$ cat config.mk
export PLATFORM = sky130hd
export DESIGN_NAME = spi_wb_burst_bridge
export DESIGN_NICKNAME = d
export VERILOG_FILES = /design/src/rtl/spi_wb_burst_bridge.sv
export SDC_FILE = /design/constraint.sdc
export NUM_CORES = 1
export LEC_CHECK = 0
export ABC_AREA = 1
export CAP_MARGIN = 20
export CORE_ASPECT_RATIO = 1.2
export CORE_MARGIN = 10
export CORE_UTILIZATION = 33
export CTS_CLUSTER_DIAMETER = 60
export DETAILED_ROUTE_END_ITERATION = 10
export DONT_BUFFER_PORTS = 1
export PLACE_DENSITY = 0.52
export SYNTH_ARGS = -nofsm -noshare
export SYNTH_HDL_FRONTEND = slang
export SYNTH_SLANG_ARGS = --single-unit
$ cat constraint.sdc
create_clock -name clk_i -period 2.6 [get_ports clk_i]
set_clock_uncertainty 0.1 [all_clocks]
set_input_delay 0.26 -clock clk_i [delete_from_list [all_inputs] [get_ports clk_i]]
set_output_delay 0.26 -clock clk_i [all_outputs]
set_load 0.02 [all_outputs]
$ cat src/rtl/spi_wb_burst_bridge.sv
// SPI-slave (mode 0) to Wishbone-classic master bridge with burst transfers.
//
// A frame (spi_ss_n low) carries a header of 1+ADDR_W bits, MSB first: a write
// flag followed by the word address. Write frames then carry DATA_W-bit words,
// each issued as one Wishbone write with address auto-increment. Read frames
// return, per word, a 1 marker, a 2-bit status and DATA_W data bits; the next
// read is prefetched as soon as the current word has been shifted out.
//
// Optional feature: define SPI_WB_TIMEOUT_EN to enable a Wishbone watchdog that
// forces a termination (status 11, data 0) after TIMEOUT_CYCLES clocks.
//
// Ports:
//   clk_i, rst_ni                    system clock, async active-low reset
//   spi_sck, spi_ss_n, spi_mosi      asynchronous SPI inputs
//   spi_miso                         SPI data out (registered)
//   cyc_o, stb_o, we_o, adr_o, dat_o Wishbone master request
//   dat_i, ack_i, err_i, rty_i       Wishbone slave response
//   overrun_o                        sticky write-overrun flag, cleared at frame start
module spi_wb_burst_bridge #(
  parameter int unsigned ADDR_W         = 23,
  parameter int unsigned DATA_W         = 8,
  parameter int unsigned TIMEOUT_CYCLES = 255
) (
  input  logic              clk_i,
  input  logic              rst_ni,
  input  logic              spi_sck,
  input  logic              spi_ss_n,
  input  logic              spi_mosi,
  output logic              spi_miso,
  output logic              cyc_o,
  output logic              stb_o,
  output logic              we_o,
  output logic [ADDR_W-1:0] adr_o,
  output logic [DATA_W-1:0] dat_o,
  input  logic [DATA_W-1:0] dat_i,
  input  logic              ack_i,
  input  logic              err_i,
  input  logic              rty_i,
  output logic              overrun_o
);

  localparam int unsigned HdrBits = ADDR_W + 1;
  localparam int unsigned TxBits  = DATA_W + 3;
  localparam int unsigned CntMax  = (HdrBits > TxBits) ? HdrBits : TxBits;
  localparam int unsigned CntW    = $clog2(CntMax + 1);

  typedef enum logic [2:0] {
    StIdle,
    StHeader,
    StWrite,
    StReadWait,
    StReadShift,
    StDrain
  } state_e;

  // Input synchronisers
  logic [1:0] sck_sync_q, mosi_sync_q, ss_sync_q;
  logic       sck_prev_q;
  logic       sck_rise, mosi_s, ss_n_s;

  always_ff @(posedge clk_i or negedge rst_ni) begin
    if (!rst_ni) begin
      sck_sync_q  <= 2'b00;
      mosi_sync_q <= 2'b00;
      ss_sync_q   <= 2'b11;
      sck_prev_q  <= 1'b0;
    end else begin
      sck_sync_q  <= {sck_sync_q[0], spi_sck};
      mosi_sync_q <= {mosi_sync_q[0], spi_mosi};
      ss_sync_q   <= {ss_sync_q[0], spi_ss_n};
      sck_prev_q  <= sck_sync_q[1];
    end
  end

  assign sck_rise = sck_sync_q[1] & ~sck_prev_q;
  assign mosi_s   = mosi_sync_q[1];
  assign ss_n_s   = ss_sync_q[1];

  // Registered state and outputs
  state_e              state_q;
  logic [CntW-1:0]     cnt_q;
  logic [ADDR_W-1:0]   hdr_q;    // header bits received so far (last bit arrives live)
  logic [DATA_W-2:0]   rx_q;     // write word bits received so far
  logic [TxBits-1:0]   tx_q;     // {marker, status, data} for read shift-out
  logic [ADDR_W-1:0]   addr_q;   // write: next address; read: outstanding read address
  logic                cyc_q;
  logic                miso_q;

  // Wishbone termination, err > rty > ack > timeout
  logic              timeout;
  logic              term;
  logic [1:0]        term_status;
  logic [DATA_W-1:0] term_data;

`ifdef SPI_WB_TIMEOUT_EN
  localparam int unsigned ToW = $clog2(TIMEOUT_CYCLES + 1);
  logic [ToW-1:0] to_cnt_q;

  always_ff @(posedge clk_i or negedge rst_ni) begin
    if (!rst_ni) begin
      to_cnt_q <= '0;
    end else if (!cyc_q) begin
      to_cnt_q <= '0;
    end else begin
      to_cnt_q <= to_cnt_q + ToW'(1);
    end
  end

  // Fires on the TIMEOUT_CYCLES-th clock of the cycle, so cyc_o is high that many clocks.
  assign timeout = cyc_q && (to_cnt_q == ToW'(TIMEOUT_CYCLES - 1));
`else
  assign timeout = 1'b0;
`endif

  assign term = cyc_q & (ack_i | err_i | rty_i | timeout);

  always_comb begin
    term_status = 2'b11;
    term_data   = '0;
    if (err_i) begin
      term_status = 2'b10;
    end else if (rty_i) begin
      term_status = 2'b01;
    end else if (ack_i) begin
      term_status = 2'b00;
      term_data   = dat_i;
    end
  end

  always_ff @(posedge clk_i or negedge rst_ni) begin
    if (!rst_ni) begin
      state_q   <= StIdle;
      cnt_q     <= '0;
      hdr_q     <= '0;
      rx_q      <= '0;
      tx_q      <= '0;
      addr_q    <= '0;
      cyc_q     <= 1'b0;
      miso_q    <= 1'b0;
      we_o      <= 1'b0;
      adr_o     <= '0;
      dat_o     <= '0;
      overrun_o <= 1'b0;
    end else begin
      // Any termination ends the cycle; branches below only raise cyc_q when it was low.
      if (term) begin
        cyc_q <= 1'b0;
      end

      if (ss_n_s && (state_q != StIdle) && (state_q != StDrain)) begin
        // Frame end: a partial word is simply abandoned.
        miso_q  <= 1'b0;
        state_q <= (cyc_q && !term) ? StDrain : StIdle;
      end else begin
        unique case (state_q)
          StIdle: begin
            miso_q <= 1'b0;
            if (!ss_n_s) begin
              state_q   <= StHeader;
              cnt_q     <= '0;
              overrun_o <= 1'b0;
            end
          end

          StHeader: begin
            if (sck_rise) begin
              miso_q <= 1'b0;
              hdr_q  <= {hdr_q[ADDR_W-2:0], mosi_s};
              cnt_q  <= cnt_q + CntW'(1);
              if (cnt_q == CntW'(ADDR_W)) begin
                cnt_q  <= '0;
                we_o   <= hdr_q[ADDR_W-1];
                addr_q <= {hdr_q[ADDR_W-2:0], mosi_s};
                if (hdr_q[ADDR_W-1]) begin
                  state_q <= StWrite;
                end else begin
                  adr_o   <= {hdr_q[ADDR_W-2:0], mosi_s};
                  cyc_q   <= 1'b1;
                  state_q <= StReadWait;
                end
              end
            end
          end

          StWrite: begin
            if (sck_rise) begin
              miso_q <= ~cyc_q;
              rx_q   <= {rx_q[DATA_W-3:0], mosi_s};
              cnt_q  <= cnt_q + CntW'(1);
              if (cnt_q == CntW'(DATA_W - 1)) begin
                cnt_q <= '0;
                if (!cyc_q) begin
                  dat_o  <= {rx_q, mosi_s};
                  adr_o  <= addr_q;
                  addr_q <= addr_q + ADDR_W'(1);
                  cyc_q  <= 1'b1;
                end else begin
                  // Previous write still outstanding: this word is lost.
                  overrun_o <= 1'b1;
                end
              end
            end
          end

          StReadWait: begin
            if (sck_rise) begin
              miso_q <= 1'b0;
            end
            if (term) begin
              tx_q    <= {1'b1, term_status, term_data};
              cnt_q   <= '0;
              state_q <= StReadShift;
            end
          end

          StReadShift: begin
            if (sck_rise) begin
              miso_q <= tx_q[TxBits-1];
              tx_q   <= tx_q << 1;
              cnt_q  <= cnt_q + CntW'(1);
              if (cnt_q == CntW'(TxBits - 1)) begin
                // Prefetch the next word while the host finishes this one.
                cnt_q   <= '0;
                addr_q  <= addr_q + ADDR_W'(1);
                adr_o   <= addr_q + ADDR_W'(1);
                cyc_q   <= 1'b1;
                state_q <= StReadWait;
              end
            end
          end

          StDrain: begin
            miso_q <= 1'b0;
            if (term) begin
              state_q <= StIdle;
            end
          end

          default: begin
            state_q <= StIdle;
            cyc_q   <= 1'b0;
          end
        endcase
      end
    end
  end

  assign cyc_o    = cyc_q;
  assign stb_o    = cyc_q;
  assign spi_miso = miso_q;

endmodule

==> reports/results.tsv, run 1 <==
metric	value	unit
P_int	4490	uW
Sw Share	42.6	%
Buf+Inv Stages, Crit Path	1	
data required time of the worst path	2.87	ns
status	complete, but fails checks	
Cell variety after synth	40	
Worst Path Arrival	2.74	ns
CP peak stage delay	0.56	ns
global-route wire length before repair	27200	um
violated checks	negative hold slack	
Critical R2R Launch	state_q[0]	
worst-margin pin slew	0.635	ns
Total GRT Usage	14.1	%
Fmax	0.404	GHz
largest net degree at the start of global routing	115	
Setup-failing EPs final	0	
Min-Delay Path Class	input pin to async pin	
combinational share of power	33.9	%
clk_lat worst skew	0.43	ns
Resized cells post-CTS	0	
crit end category	flop	
Core ar.	18100	um^2
wire length per cell	15.0	um
Ys Warns	0	
detailed-route via count	5386	
die width	144	um
crit share post-route	95.1	%
critical path type	flop to flop	
most common library cell in the layout ignoring fill and taps	nand2_1	
clock tree buffer depth	2	
Crit Path Max Fanout	14	
Vias/cell	4.91	
Clock Power Share	31.4	%
Adder-Cell Fraction of Synth Area	0.618	%
Final HPWL DP	11100	um
crit-path most repeated cell	nand2_1	
Slew HR	57.6	%
Port-buffer cells	0	
number of global-route vias before repair	5302	
GP Congestion	0.831	
fill count	1926	
Mapped Avg Cell Area	7.23	um^2
FF-to-FF path depth	10	
Cells after Synth	840	
complex-gate fraction of the synthesized area	9.54	%
Pwr Total	7820	uW
die height	169	um
Slew Limit Fails	0	
DRT iter0 DRCs	392	
maxcap violations	0	
Fin Hold WS	-0.576	ns
cell area after synthesis	6070	um^2
fraction of layout cells with a size suffix above 1	8.72	%
Post-Route WL	16500	um
Pwr Density	1100	nW/um^2
Final TNS setup	0	ns
grt total ovfl	0	
Seq pwr share	34.8	%
slowest CP cell	dfrtp_1	
register area	2860	um^2
diode count	0	
CTS buffer count	17	
placement row count	54	
CTS Hold Bufs	13	
Startpoint Class	flop	
drt first pass iters	5	
Final Hold Viols	114	
initial antenna violation count	0	
final cell count without fillers	1096	
shortest period the worst path allows	2.47	ns
Pleak	0.00352	uW
Sink Count	114	
post-CTS setup buffers	0	
Nets	878	
Post-Synth XOR/XNOR Area	0.721	%
largest family of logic cells by synthesized area	simple AND/OR/NAND/NOR gates	
DRC Markers	0	
die area	24200	um^2
initial core utilization	33.5	%
Top Family by Delay on Critical Path	simple AND/OR/NAND/NOR gates	
peak supply drop	615	uV
RSZ-0062 raised after global routing	no	
I/O pins	52	
syn nets	859	
switching pwr	3340	uW
number of synthesized register bits	114	
post-route ant nets	0	
CTS tree	done	
post-synthesis sequential area ratio	47.0	%
placed insts	1050	
area grow syn2layout	16.7	%
FF-to-FF setup slack	0.13	ns
Worst-path clk slew	0.06	ns
Multi-input gate area	2790	um^2
mux share of post-synthesis cell area	0	%
crit path cell chain	nor2_4 -> nand2_2 -> inv_1 -> nand2_1 -> nand3_4 -> nor2_8 -> nand2_2 -> nor2_2 -> nand2_1 -> nand2_1	
reg-to-reg endpoint	addr_q[17]	
Max H-tree Level	4	
clock root buffer	clkbuf_16	
simple-gate share of the synthesized area	35.0	%
most frequent cells in the layout	nand2_1 (367), dfrtp_1 (112), nand3_1 (71), inv_1 (66), o21ai_0 (62)	
state kept, by name (all words and copies together), names as in the netlist:
signal,cells
sck_prev_q,1
cyc_o,1
state_q,3
mosi_sync_q,2
adr_o,23
addr_q,23
dat_o,8
ss_sync_q,2
overrun_o,1
we_o,1
tx_q,11
hdr_q,23
rx_q,7
sck_sync_q,2
cnt_q,5
spi_miso,1
worst register-to-register path, stage by stage (launching register included):
cell and delay (ns):
dfrtp_1 0.56, nor2_4 0.09, nand2_2 0.26, inv_1 0.13, nand2_1 0.14, nand3_4 0.14
nor2_8 0.13, nand2_2 0.11, nor2_2 0.54, nand2_1 0.12, nand2_1 0.09
synth_stat cells:
library cell	instances	area share, %
nor2_1	46	2.8
a31oi_1	8	0.82
nand2_2	3	0.31
o22ai_1	2	0.21
o32ai_1	1	0.14
a21boi_0	1	0.12
o21ai_1	11	0.91
nand2_4	2	0.37
buf_4	4	0.49
dfrtp_1	112	46
nor2_4	2	0.37
inv_1	66	4.1
o21a_1	2	0.25
nor2_8	1	0.33
a21oi_2	1	0.14
nor2_2	3	0.31
nand3_4	1	0.29
o211ai_1	5	0.62
ha_1	3	0.62
inv_4	1	0.10
inv_2	5	0.31
nor3_1	2	0.16
and2_1	1	0.10
nand3_2	3	0.49
o21ai_0	62	5.1
o221ai_1	1	0.14
buf_1	3	0.19
buf_2	14	1.2
dfstp_2	2	0.87
nand4_1	5	0.52
a21oi_1	10	0.82
xnor2_1	2	0.29
nor3_2	1	0.16
buf_6	1	0.19
nand4_2	1	0.21
xor2_1	3	0.43
o21bai_1	2	0.25
nand3_1	71	5.9
clkbuf_1	9	0.56
nand2_1	367	23
worst max-delay path by stage:
| stage | start | endpoint | slack, ns | cells past startpoint |
|---|---|---|---|---|
| after floorplan | cnt_q[0] | addr_q[21] | 0.77 | 11 |
| after global placement | state_q[0] | addr_q[12] | 0.26 | 10 |
| after detailed placement | state_q[0] | addr_q[17] | 0.20 | 10 |
| after CTS | state_q[0] | addr_q[17] | 0.18 | 10 |
| after global routing | state_q[0] | addr_q[14] | 0.01 | 10 |
| final | state_q[0] | addr_q[17] | 0.13 | 10 |
final cells by class:
class | instances | share of cell area (%)
timing repair buffer | 30 | 3.81
multi-input combinational | 624 | 39.4
clock buffer | 17 | 6.00
sequential | 114 | 40.3
tap | 224 | 3.96
inverter | 72 | 3.85
clock inverter | 15 | 2.65
power by group through the flow:
stage / logic (uW) / registers (uW) / clock network (uW)
finish: 2650 / 2720 / 2450
floorplan: 1960 / 2600 / 0
global route: 2980 / 2790 / 2610
CTS: 2630 / 2730 / 2510
detailed placement: 2600 / 2760 / 0
global placement: 2590 / 2750 / 0
metal layers:
metal  global-route usage [%]  routed length, um  vias up
met4                     5.56                293        0
met2                     22.8               7820      125
met3                     4.20               1010       21
li1                         -                  -     2720
met5                        0                  0        -
met1                     17.2               7370     2520
cells by family after synthesis:
family	count (synthesis)
xor+xnor	5
simple gates	509
buf+inv	103
flops	114
fa+ha+maj	3
compound gates	106
through the flow:
stage                     setup WS [ns]  hold WS, ns  util, %  area, um^2
after floorplan                   0.768       -0.136        -        6070
after global placement            0.260       -0.129     35.0        6330
after detailed placement          0.196       -0.129     35.0        6330
after CTS                         0.180       -0.590     39.1        7080
after global routing             0.0125       -0.600     39.1        7080
final                             0.128       -0.576     39.1        7080
Note: power is estimated with default switching activity, not from simulation.
==> run 2: changes to the inputs <==
--- a/config.mk
+++ b/config.mk
@@ -9,11 +9,11 @@
 export CAP_MARGIN = 20
 export CORE_ASPECT_RATIO = 1.2
 export CORE_MARGIN = 10
-export CORE_UTILIZATION = 33
+export CORE_UTILIZATION = 64
 export CTS_CLUSTER_DIAMETER = 60
 export DETAILED_ROUTE_END_ITERATION = 10
 export DONT_BUFFER_PORTS = 1
-export PLACE_DENSITY = 0.52
+export PLACE_DENSITY = 0.85
 export SYNTH_ARGS = -nofsm -noshare
 export SYNTH_HDL_FRONTEND = slang
 export SYNTH_SLANG_ARGS = --single-unit
==> reports/results.tsv, run 2 (synthesis results as in run 1) <==
metric	value	unit	change
Worst-path clk slew	0.06	ns	about the same
largest net degree at the start of global routing	115		unchanged
wire length per cell	15.9	um	+5.8%
Port-buffer cells	0		unchanged
Min-Delay Path Class	input pin to async pin		
Pwr Total	7640	uW	-2.3%
clk_lat worst skew	0.54	ns	+0.11 ns
Buf+Inv Stages, Crit Path	2		+1
CTS tree	done		
RSZ-0062 raised after global routing	no		
violated checks	negative hold slack		
Sink Count	114		unchanged
area grow syn2layout	13.9	%	
die area	13800	um^2	-43%
stages on the worst setup path	12		+2
Setup-failing EPs final	0		unchanged
Fin Hold WS	-0.678	ns	-0.101 ns
CP peak stage delay	0.42	ns	-0.14 ns
Core ar.	9180	um^2	-49%
initial antenna violation count	0		unchanged
critical path type	flop to flop		
number of global-route vias before repair	5476		+3.3%
Critical R2R Launch	cnt_q[1]		
drt first pass iters	5		unchanged
Slew HR	59.3	%	+1.7 points
Final HPWL DP	10400	um	-5.9%
Worst Path Arrival	2.61	ns	-0.13 ns
Fmax	0.445	GHz	+10%
Vias/cell	5.70		+16%
Pleak	0.00349	uW	-0.97%
reg-to-reg endpoint	addr_q[22]		
crit end category	flop		
Final Hold Viols	114		unchanged
initial core utilization	66.2	%	+33 points
CTS buffer count	17		unchanged
fraction of layout cells with a size suffix above 1	8.06	%	-0.66 points
die width	109	um	-24%
I/O pins	52		unchanged
clock tree buffer depth	2		unchanged
die height	127	um	-25%
Regs by FF count	addr_q (23), adr_o (23), hdr_q (23)		
Max H-tree Level	4		unchanged
crit path cell chain	ha_1 -> nand2_1 -> inv_1 -> nand3_1 -> nand2_1 -> nand3_4 -> nor2_8 -> nand2_2 -> nor2_4 -> buf_4 -> nand2_1 -> nand2_1		
placement row count	38		-30%
most common library cell in the layout ignoring fill and taps	nand2_1		
slowest CP cell	dfrtp_1		
post-route ant nets	0		unchanged
diode count	0		unchanged
Total GRT Usage	23.2	%	+9.1 points
Resized cells post-CTS	0		unchanged
Top Family by Delay on Critical Path	simple AND/OR/NAND/NOR gates		
Final TNS setup	0	ns	unchanged
Pwr Density	1110	nW/um^2	about the same
clock root buffer	clkbuf_8		
DRC Markers	0		unchanged
Nets	875		-0.34%
maxcap violations	0		unchanged
shortest period the worst path allows	2.25	ns	-0.227 ns
crit-path most repeated cell	nand2_1		
peak supply drop	916	uV	+49%
CTS Hold Bufs	14		+1
data required time of the worst path	2.97	ns	+0.10 ns
FF-to-FF path depth	12		+2
Slew Limit Fails	0		unchanged
most frequent cells in the layout	nand2_1 (367), dfrtp_1 (112), nand3_1 (71), inv_1 (66), o21ai_0 (62)		
GP Congestion	0.899		+8.2%
Startpoint Class	flop		
worst-margin pin slew	0.608	ns	-0.0270 ns
status	complete, but fails checks		
post-CTS setup buffers	0		unchanged
Crit Path Max Fanout	23		+9
global-route wire length before repair	26000	um	-4.5%
crit share post-route	86.4	%	-8.7 points
DRT iter0 DRCs	474		+21%
Post-Route WL	15700	um	-4.5%
detailed-route via count	5638		+4.7%
FF-to-FF setup slack	0.35	ns	+0.23 ns
grt total ovfl	0		unchanged
==> run 2: cell count changes in the layout (fill, tap and decap cells not counted), moves of 2 or more <==
| cell | delta |
|---|---|
| inv_6 | -8 |
| clkinv_4 | +4 |
| clkbuf_8 | +3 |
| clkinvlp_4 | +3 |
| inv_8 | -3 |
| buf_4 | -2 |
| clkbuf_1 | +2 |
==> run 2: final cells by class <==
type                    instances  area [um^2]
clock buffers                  21          449
clock inverters                11          155
fillers                       696         2260
inverters                      72          273
multi-input cells             623         2790
flip-flops and latches        114         2860
well taps                     120          150
repair buffers                 28          245
==> run 2: metrics by stage <==
step | cells | setup WS [ns] | hold WS [ns] | utilization, % | area [um^2]
2_1_floorplan | 840 | 0.768 | -0.136 | - | 6070
3_3_place_gp | 943 | 0.516 | -0.131 | 67.2 | 6170
3_5_place_dp | 943 | 0.446 | -0.132 | 67.2 | 6170
4_1_cts | 989 | 0.370 | -0.688 | 75.3 | 6910
5_1_grt | 989 | 0.160 | -0.688 | 75.3 | 6910
6_report | 989 | 0.354 | -0.678 | 75.3 | 6910
==> run 2: routing by layer <==
layer / share of wire, % / track usage [%]
met5: 0 / 0
met4: 2.9 / 11.0
met3: 7.8 / 5.57
met2: 49 / 38.6
met1: 40 / 27.4
==> run 2: how the worst max path moves through the flow <==
stage | startpoint | to | slack (ns)
after CTS | cnt_q[1] | addr_q[22] | 0.37
after global routing | state_q[0] | rx_q[6] | 0.16
after detailed placement | cnt_q[1] | addr_q[3] | 0.45
after global placement | cnt_q[1] | addr_q[3] | 0.52
final | cnt_q[1] | addr_q[22] | 0.35
after floorplan | cnt_q[0] | addr_q[21] | 0.77
==> run 2: power breakdown <==
group	switching (uW)	leakage [uW]	internal [uW]	total, uW
sequential	530	0.00153	2200	2730
combinational	1770	0.00168	772	2540
clock	848	0.000281	1510	2360
==> run 3: changes to the inputs <==
--- a/config.mk
+++ b/config.mk
@@ -8,12 +8,12 @@
 export ABC_AREA = 1
 export CAP_MARGIN = 20
 export CORE_ASPECT_RATIO = 1.2
-export CORE_MARGIN = 10
+export CORE_MARGIN = 5
 export CORE_UTILIZATION = 64
 export CTS_CLUSTER_DIAMETER = 60
 export DETAILED_ROUTE_END_ITERATION = 10
 export DONT_BUFFER_PORTS = 1
-export PLACE_DENSITY = 0.85
+export PLACE_DENSITY = 0.9
 export SYNTH_ARGS = -nofsm -noshare
 export SYNTH_HDL_FRONTEND = slang
 export SYNTH_SLANG_ARGS = --single-unit
==> reports/results.tsv, run 3 (synthesis results as in run 1) <==
metric	value	unit	change
post-route ant nets	0		unchanged
Worst Path Arrival	2.56	ns	-0.05 ns
Seq pwr share	35.4	%	-0.4 points
post-CTS setup buffers	0		unchanged
drt first pass iters	9		+4
DRT iter0 DRCs	669		+41%
Top Family by Delay on Critical Path	simple AND/OR/NAND/NOR gates		
crit path cell chain	nor2_4 -> nand2_2 -> inv_1 -> nand2_1 -> nand3_4 -> nor2_8 -> nand2_2 -> nor2_4 -> buf_4 -> nand2_1 -> nand2_1		
most common library cell in the layout ignoring fill and taps	nand2_1		
Port-buffer cells	0		unchanged
Sink Count	114		unchanged
Crit Path Max Fanout	23		unchanged
final cell count without fillers	987		-0.20%
die width	98.9	um	-9.2%
Pleak	0.00349	uW	+0.15%
Vias/cell	5.79		+1.6%
crit share post-route	88.6	%	+2.2 points
Core ar.	9420	um^2	+2.6%
fill count	639		-8.2%
Pwr Density	1120	nW/um^2	+1.6%
Clock Power Share	31.5	%	+0.6 points
global-route wire length before repair	25900	um	-0.45%
CTS buffer count	17		unchanged
Regs by FF count	addr_q (23), adr_o (23), hdr_q (23)		
largest net degree at the start of global routing	115		unchanged
most frequent cells in the layout	nand2_1 (367), dfrtp_1 (112), nand3_1 (71), inv_1 (66), o21ai_0 (62)		
diode count	0		unchanged
Worst-path clk slew	0.05	ns	about the same
clk_lat worst skew	0.42	ns	-0.12 ns
worst-margin pin slew	0.581	ns	-0.0279 ns
Final Hold Viols	114		unchanged
Setup-failing EPs final	0		unchanged
Min-Delay Path Class	input pin to async pin		
placement row count	39		+2.6%
Critical R2R Launch	state_q[0]		
Resized cells post-CTS	0		unchanged
fraction of layout cells with a size suffix above 1	7.99	%	-0.069 points
critical path type	flop to flop		
slowest CP cell	dfrtp_1		
I/O pins	52		unchanged
switching pwr	3130	uW	-0.60%
crit-path most repeated cell	nand2_1		
Fmax	0.434	GHz	-2.5%
data required time of the worst path	2.85	ns	-0.12 ns
P_int	4630	uW	+3.1%
maxcap violations	0		unchanged
placed insts	945		+0.21%
shortest period the worst path allows	2.30	ns	+0.0572 ns
Total GRT Usage	28.2	%	+5.0 points
area grow syn2layout	13.8	%	about the same
Fin Hold WS	-0.557	ns	+0.121 ns
Buf+Inv Stages, Crit Path	2		unchanged
Sw Share	40.4	%	-0.88 points
FF-to-FF path depth	11		-1
clock root buffer	clkbuf_16		
status	complete, but fails checks		
number of global-route vias before repair	5694		+4.0%
DRC Markers	2		+2
initial core utilization	64.5	%	-1.7 points
Post-Route WL	15400	um	-2.2%
grt total ovfl	0		unchanged
CTS Hold Bufs	12		-2
die height	117	um	-7.9%
clock tree buffer depth	2		unchanged
GP Congestion	0.929		+3.4%
Final HPWL DP	9880	um	-5.4%
Nets	872		-0.34%
combinational share of power	33.1	%	-0.2 points
CTS tree	done		
reg-to-reg endpoint	addr_q[4]		
die area	11500	um^2	-16%
RSZ-0062 raised after global routing	no		
detailed-route via count	5718		+1.4%
FF-to-FF setup slack	0.30	ns	-0.06 ns
violated checks	design-rule violations, negative hold slack		
initial antenna violation count	0		unchanged
Slew Limit Fails	0		unchanged
wire length per cell	15.6	um	-2.0%
Slew HR	61.2	%	+1.9 points
crit end category	flop		
Startpoint Class	flop		
Max H-tree Level	4		unchanged
CP peak stage delay	0.56	ns	+0.14 ns
peak supply drop	747	uV	-18%
Final TNS setup	0	ns	unchanged
-- run 3: area by class of cell --
cell class	instances	area [um^2]	area share, %
Multi-Input combinational cell	623	2790	40.3
Clock inverter	10	158	2.28
Tap cell	123	154	2.23
Inverter	72	273	3.95
Clock buffer	20	467	6.75
Sequential cell	114	2860	41.3
Timing Repair Buffer	25	218	3.15
-- run 3: power by group through the flow --
| stage | Sequential, uW | Combinational (uW) | Clock [uW] |
|---|---|---|---|
| 6_report | 2740 | 2570 | 2450 |
| 5_1_grt | 2800 | 2840 | 2560 |
| 4_1_cts | 2730 | 2510 | 2470 |
| 3_5_place_dp | 2740 | 2440 | 0 |
| 3_3_place_gp | 2720 | 2350 | 0 |
| 2_1_floorplan | 2600 | 1960 | 0 |
-- run 3: worst reg2reg max path, stage by stage, from the launching register on --
cell     delay [ns]
dfrtp_1        0.56
nor2_4         0.10
nand2_2        0.26
inv_1          0.15
nand2_1        0.15
nand3_4        0.15
nor2_8         0.14
nand2_2        0.07
nor2_4         0.07
buf_4          0.30
nand2_1        0.11
nand2_1        0.08
-- run 3: how the worst max path moves through the flow --
| stage | startpoint | end | slack [ns] | cells past startpoint |
|---|---|---|---|---|
| floorplan | cnt_q[0] | addr_q[21] | 0.77 | 11 |
| finish | state_q[0] | addr_q[4] | 0.30 | 11 |
| global route | state_q[0] | addr_q[12] | 0.13 | 11 |
| global placement | state_q[1] | adr_o[10] | 0.51 | 11 |
| detailed placement | state_q[0] | addr_q[10] | 0.39 | 11 |
| CTS | state_q[0] | addr_q[4] | 0.34 | 11 |
-- run 3: metal layers --
layer / up-vias / GRT usage (%) / routed length [um]
met3: 64 / 7.29 / 1360
li1: 2703 / - / -
met2: 306 / 48.3 / 7760
met1: 2645 / 31.9 / 5660
met5: - / 0 / 0
met4: 0 / 17.0 / 610
-- run 3: metrics by stage --
stage / hold slack (ns) / setup WS (ns) / power [uW] / cell area (um^2) / utilization, %
2_1_floorplan: -0.136 / 0.768 / 4560 / 6070 / -
3_3_place_gp: -0.132 / 0.509 / 5070 / 6170 / 65.5
3_5_place_dp: -0.132 / 0.392 / 5180 / 6170 / 65.5
4_1_cts: -0.567 / 0.341 / 7710 / 6910 / 73.4
5_1_grt: -0.575 / 0.127 / 8200 / 6910 / 73.4
6_report: -0.557 / 0.297 / 7760 / 6910 / 73.4
